File: config.mk
export PLATFORM = sky130hd
export DESIGN_NAME = lsu_store_queue
export DESIGN_NICKNAME = d
export VERILOG_FILES = /design/src/rtl/lsu_store_queue.sv
export SDC_FILE = /design/constraint.sdc
export NUM_CORES = 1
export LEC_CHECK = 0
export BUFFER_PORTS_ARGS = -buffer_cell sky130_fd_sc_hd__buf_4
export CAP_MARGIN = 0
export CORE_AREA = 2 2 165 167
export CTS_BUF_LIST = sky130_fd_sc_hd__clkbuf_16
export CTS_CLUSTER_DIAMETER = 40
export DETAILED_ROUTE_END_ITERATION = 8
export DIE_AREA = 0 0 167 169
export PLACE_DENSITY_LB_ADDON = 0.25
export SYNTH_ARGS = -nofsm -noshare
export SYNTH_HDL_FRONTEND = slang
export SYNTH_SLANG_ARGS = --single-unit
File: constraint.sdc
create_clock -name clk_i -period 17.75 [get_ports clk_i]
set_clock_uncertainty 0.1 [all_clocks]
set_input_delay 3.55 -clock clk_i [delete_from_list [all_inputs] [get_ports clk_i]]
set_output_delay 3.55 -clock clk_i [all_outputs]
set_load 0.01 [all_outputs]
File: src/rtl/lsu_store_queue.sv
// lsu_store_queue: in-order store queue between the LSU execute stage and the DCache write port.
// Stores are held speculatively until the ROB commits them. Committed stores drain to the DCache
// in program order. A backend flush discards every store that is not yet committed.
//
// Configuration macro: LSU_STORE_QUEUE_FORWARD_EN
//   defined   -> per-byte store-to-load forwarding from the youngest matching entry
//   undefined -> no forwarding; any address match on a load forces a replay
//
// Ports:
//   clk_i, rst_i       clock, synchronous active-high reset
//   flush_i            drop all uncommitted (pending) entries
//   push_*             new store from execute; push_ready_o = !full && !flush
//   commit_num_i       number of oldest pending stores retired this cycle
//   drain_*            head entry presented to the DCache (valid/ready handshake)
//   ld_addr_i/bmask_i  load probe; ld_fwd_mask_o/data_o/conflict_o are the probe result
//   empty_o, full_o    occupancy flags from registered pointers only
module lsu_store_queue #(
  parameter int unsigned DEPTH        = 4,
  parameter int unsigned ADDR_WIDTH   = 32,
  parameter int unsigned DATA_WIDTH   = 32,
  parameter int unsigned COMMIT_WIDTH = 2
) (
  input  logic                               clk_i,
  input  logic                               rst_i,
  input  logic                               flush_i,
  input  logic                               push_valid_i,
  output logic                               push_ready_o,
  input  logic [ADDR_WIDTH-1:0]              push_addr_i,
  input  logic [DATA_WIDTH-1:0]              push_data_i,
  input  logic [DATA_WIDTH/8-1:0]            push_wstrb_i,
  input  logic [$clog2(COMMIT_WIDTH+1)-1:0]  commit_num_i,
  output logic                               drain_valid_o,
  input  logic                               drain_ready_i,
  output logic [ADDR_WIDTH-1:0]              drain_addr_o,
  output logic [DATA_WIDTH-1:0]              drain_data_o,
  output logic [DATA_WIDTH/8-1:0]            drain_wstrb_o,
  input  logic [ADDR_WIDTH-1:0]              ld_addr_i,
  input  logic [DATA_WIDTH/8-1:0]            ld_bmask_i,
  output logic [DATA_WIDTH/8-1:0]            ld_fwd_mask_o,
  output logic [DATA_WIDTH-1:0]              ld_fwd_data_o,
  output logic                               ld_conflict_o,
  output logic                               empty_o,
  output logic                               full_o
);

  localparam int unsigned IdxW  = $clog2(DEPTH);
  localparam int unsigned PtrW  = IdxW + 1;
  localparam int unsigned StrbW = DATA_WIDTH / 8;
  localparam int unsigned OffW  = $clog2(StrbW);

  // Entry payload is not reset; validity comes from the pointers alone.
  logic [ADDR_WIDTH-1:0] addr_q  [DEPTH];
  logic [DATA_WIDTH-1:0] data_q  [DEPTH];
  logic [StrbW-1:0]      wstrb_q [DEPTH];

  // Pointers carry an extra wrap bit so full and empty are distinguishable.
  logic [PtrW-1:0] head_q, head_d, cmt_q, cmt_d, tail_q, tail_d;
  logic [PtrW-1:0] occupancy, pending, commit_amt;
  logic            push_fire, drain_fire;

  assign occupancy     = tail_q - head_q;
  assign pending       = tail_q - cmt_q;
  assign full_o        = occupancy == PtrW'(DEPTH);
  assign empty_o       = tail_q == head_q;
  assign push_ready_o  = !full_o && !flush_i;
  assign push_fire     = push_valid_i && push_ready_o;
  assign drain_valid_o = cmt_q != head_q;
  assign drain_fire    = drain_valid_o && drain_ready_i;

  assign drain_addr_o  = addr_q[head_q[IdxW-1:0]];
  assign drain_data_o  = data_q[head_q[IdxW-1:0]];
  assign drain_wstrb_o = wstrb_q[head_q[IdxW-1:0]];

  // Commit never advances past stores that were pending at the start of the cycle.
  always_comb begin
    commit_amt = pending;
    if (int'(commit_num_i) < int'(pending)) commit_amt = PtrW'(commit_num_i);
  end

  always_comb begin
    head_d = head_q + PtrW'(drain_fire);
    cmt_d  = cmt_q + commit_amt;
    // Flush rewinds tail onto the post-commit boundary; a same-cycle push is lost.
    tail_d = flush_i ? cmt_d : tail_q + PtrW'(push_fire);
  end

  always_ff @(posedge clk_i) begin
    if (rst_i) begin
      head_q <= '0;
      cmt_q  <= '0;
      tail_q <= '0;
    end else begin
      head_q <= head_d;
      cmt_q  <= cmt_d;
      tail_q <= tail_d;
    end
  end

  always_ff @(posedge clk_i) begin
    if (push_fire) begin
      addr_q[tail_q[IdxW-1:0]]  <= push_addr_i;
      data_q[tail_q[IdxW-1:0]]  <= push_data_i;
      wstrb_q[tail_q[IdxW-1:0]] <= push_wstrb_i;
    end
  end

  // Load probe, walked by age: slot k is the k-th oldest valid entry.
  logic [IdxW-1:0]  age_idx   [DEPTH];
  logic [DEPTH-1:0] age_match;
  logic             any_match;

  always_comb begin
    age_match = '0;
    for (int unsigned k = 0; k < DEPTH; k++) begin
      age_idx[k]   = head_q[IdxW-1:0] + IdxW'(k);
      age_match[k] = (PtrW'(k) < occupancy) &&
                     (addr_q[age_idx[k]][ADDR_WIDTH-1:OffW] == ld_addr_i[ADDR_WIDTH-1:OffW]);
    end
  end

  assign any_match = |age_match;

`ifdef LSU_STORE_QUEUE_FORWARD_EN
  logic [StrbW-1:0]      cover;
  logic [DATA_WIDTH-1:0] cover_data;

  // Oldest to youngest, so a younger store overwrites an older one lane by lane.
  always_comb begin
    cover      = '0;
    cover_data = '0;
    for (int unsigned k = 0; k < DEPTH; k++) begin
      if (age_match[k]) begin
        for (int unsigned l = 0; l < StrbW; l++) begin
          if (wstrb_q[age_idx[k]][l]) begin
            cover[l]             = 1'b1;
            cover_data[8*l +: 8] = data_q[age_idx[k]][8*l +: 8];
          end
        end
      end
    end
  end

  assign ld_fwd_mask_o = cover & ld_bmask_i;

  always_comb begin
    ld_fwd_data_o = '0;
    for (int unsigned l = 0; l < StrbW; l++) begin
      if (ld_fwd_mask_o[l]) ld_fwd_data_o[8*l +: 8] = cover_data[8*l +: 8];
    end
  end

  assign ld_conflict_o = any_match && |(ld_bmask_i & ~ld_fwd_mask_o);
`else
  assign ld_fwd_mask_o = '0;
  assign ld_fwd_data_o = '0;
  assign ld_conflict_o = any_match;
`endif

  // Byte offset of the probe and (without forwarding) the byte mask do not affect matching.
  logic unused_ld;
  assign unused_ld = ^{ld_addr_i, ld_bmask_i};

`ifndef SYNTHESIS
  always_ff @(posedge clk_i) begin
    if (!rst_i) begin
      assert (int'(commit_num_i) <= int'(pending))
        else $error("commit_num exceeds pending store count");
    end
  end
`endif

endmodule

==> impl_metrics.env <==
export IMPL_nets=1191
export IMPL_synth_enable_flop_cells=272
export IMPL_hpwlAfterDp_mm=22.4
export IMPL_grt_start_max_net_pins=68
export IMPL_slew_headroom=0.317
export IMPL_async_flop_share=0
export IMPL_yosys_area_share_simple=0.0340
export IMPL_crit_arrival_ns=5.35
export IMPL_yosysWarnings=0
export IMPL_synth_seq_cells=281
export IMPL_synth_common_cells="272 x edfxtp_1, 153 x mux2i_1, 64 x mux4_2"
export IMPL_synth_compound_area_share=0.0298
export IMPL_insertion_delay_ns=0.51
export IMPL_ys_top_cells_by_area="edfxtp_1 57%, mux2i_1 11%, mux4_2 10%, xnor2_1 3.6%, xor2_1 3.4%"
export IMPL_finalCriticalPeriod_ns=9.00
export IMPL_grt_first_pass_wirelength_mm=48.5
export IMPL_routed_via_density=5.75
export IMPL_io_pins=220
export IMPL_synth_top_family_by_area="multiplexers"
export IMPL_cts_root_buf="clkbuf_16"
export IMPL_synth_adder_area_share=0.0121
export IMPL_drt_iter0_drc=586
export IMPL_cts_resized=0
export IMPL_worst_pin_slew_ns=1.02
export IMPL_p_leak_nw=5.64
export IMPL_remaining_drc_errors=0
export IMPL_clk_pin_slew_worst_paths_ns=0.05
export IMPL_placed_cells=1371
export IMPL_ys_seq_area_frac=0.584
export IMPL_grt_usage=0.227
export IMPL_setup_tns_ns=0
export IMPL_use_met2=0.382
export IMPL_r2r_start="head_q[0]$_SDFF_PP0_"
export IMPL_die_area_um2=28200
export IMPL_worstPathMaxFanout=67
export IMPL_die_w_um=167
export IMPL_synth_most_common_cell="edfxtp_1"
export IMPL_fmax_mhz=111
export IMPL_synthDistinctLibCells=48
export IMPL_powerDensity_nw_per_um2=135
export IMPL_numCtsBuffers=36
export IMPL_cts_hold_buf=0
export IMPL_ant_nets=0
export IMPL_wire_per_inst_um=22.3
export IMPL_r2r_slack_ns=12.99
export IMPL_whs_path_depth=2
export IMPL_grt_busiest_layer="met2"
export IMPL_instances_no_fill=1436
export IMPL_ys_flop_type="edfxtp_1"
export IMPL_synth_xor_area_frac=0.0692
export IMPL_synthCells=904
export IMPL_synth_largest_area_cell="edfxtp_1"
export IMPL_endpoint_kind="output pin"
export IMPL_start_util=0.539
export IMPL_drive_gt1_frac=0.300
export IMPL_cts_buffer_depth=3
export IMPL_min_path_type="register to register"
export IMPL_gr_usage_met1=0.291
export IMPL_cp_start_kind="register"
export IMPL_hold_viol=0
export IMPL_synth_area_um2=14300
export IMPL_grtUsageMet3=0.0603
export IMPL_gp_congestion=0.916
export IMPL_postCtsSetupBuffers=0
export IMPL_rows=60
export IMPL_fin_util=0.631
export IMPL_maxCapViolCount=0
export IMPL_die_h_um=169
export IMPL_wirelength_mm=32.0
export IMPL_avgSynthCellArea_um2=15.8
export IMPL_finalPower_mw=2.26
export IMPL_setup_viol=0
export IMPL_grt_pass1_vias=8412
export IMPL_hp_start="head_q[2]$_SDFF_PP0_"
export IMPL_area_delta_synth_final_pct=17.1
export IMPL_htree_levels=2
export IMPL_rsz0062_at_grt="no"
export IMPL_min_to="head_q[2]$_SDFF_PP0_"
export IMPL_gr_total_overflow=0
export IMPL_antenna_found_initial=0
export IMPL_drv_slew=0
export IMPL_status="complete, no violations"
export IMPL_synth_area_mux_share=0.220
export IMPL_r2r_end="data_q[3][28]$_DFFE_PP_"
export IMPL_crit_type="register to output pin"
export IMPL_cts_tree="done"
export IMPL_final_period_utilization=0.507
export IMPL_ir_drop_mv=0.117
export IMPL_cts_sinks=281
export IMPL_yosys_area_top_type_share=0.571
export IMPL_core_um2=26500
export IMPL_num_antenna_cells=0
export IMPL_portBuffers=177
export IMPL_crit_required_ns=14.10
export IMPL_reg2reg_depth=9
export IMPL_drtPass1Iterations=5
export IMPL_num_vias=8253
[critical path, stage by stage (launching register included)]
cell and delay (ns):
dfxtp_4 0.81, buf_4 0.80, buf_4 0.89, mux2i_1 0.49, mux2i_1 0.15, xor2_1 0.18
nor4_1 0.45, nand4_1 0.14, or4_1 0.49, nand4_1 0.17, buf_4 0.15
[worst max path at each step]
| stage | start | end | slack [ns] |
|---|---|---|---|
| floorplan | flush_i | addr_q[0][0]$_DFFE_PP_ | 8.53 |
| global placement | ld_addr_i[25] | ld_conflict_o | 8.88 |
| detailed placement | ld_addr_i[25] | ld_conflict_o | 8.87 |
| CTS | head_q[1]$_SDFF_PP0_ | ld_conflict_o | 8.81 |
| global route | head_q[1]$_SDFF_PP0_ | ld_conflict_o | 8.45 |
| finish | head_q[1]$_SDFF_PP0_ | ld_conflict_o | 8.75 |
[kinds of logic (layout without fill, tap and decap cells)]
| family | count (synthesis) | count (layout) |
|---|---|---|
| muxes | 232 | 232 |
| and+or+nand+nor | 92 | 92 |
| AOI/OAI and AO/OA | 63 | 63 |
| xor gates and xnor gates | 113 | 113 |
| DFF | 281 | 281 |
| buffers and inverters | 110 | 266 |
| other | 1 | 36 |
| adders and majority gates | 12 | 12 |
[final cells by class]
| cell class | instances | area (µm²) |
|---|---|---|
| Fill cell | 2007 | 9770 |
| Sequential cell | 281 | 8360 |
| Multi-Input combinational cell | 548 | 5370 |
| Timing Repair Buffer | 189 | 1420 |
| Clock buffer | 36 | 901 |
| Tap cell | 341 | 427 |
| Clock inverter | 29 | 214 |
| Inverter | 12 | 45.0 |
[routing by layer]
layer	share of wire	wire length, µm
met3	0.084	2700
met1	0.40	12700
met5	0	0
met4	0.026	824
met2	0.49	15800
[sequential cells by signal, summed over array words and instances (netlist names)]
signal	count
addr_q	128
data_q	128
wstrb_q	16
cmt_q	3
head_q	3
tail_q	3
[cell usage in the layout (no fill, tap or decap), drive strengths merged, types with 4 or more instances in the layout]
cell type	Yosys	final
xor2	55	55
clkbuf	19	36
o221ai	4	4
nor2b	4	4
nand2	12	12
clkinv	0	15
nor3	4	4
a211oi	8	8
nor2	26	26
nand3	7	7
nor4	17	17
nand4	17	17
mux4	64	64
xnor2	58	58
a221oi	5	5
conb	1	36
ha	9	9
a21oi	15	15
mux2	14	14
buf	79	189
dfxtp	9	9
edfxtp	272	272
inv	12	23
mux2i	154	154
o21ai	9	9
o22ai	9	9
[through the flow]
step           hold slack [ns]  area [µm²]  setup WS (ns)
3_3_place_gp             0.467       15600           8.88
3_5_place_dp             0.465       15600           8.87
2_1_floorplan            0.431       14400           8.53
5_1_grt                  0.538       16700           8.45
4_1_cts                  0.477       16700           8.81
6_report                 0.479       16700           8.75
[report_power, final]
part           internal (mW)  switching, mW
registers              0.796         0.0511
clock network          0.392          0.276
logic                  0.353          0.394
(Power assumes the default switching activity.)
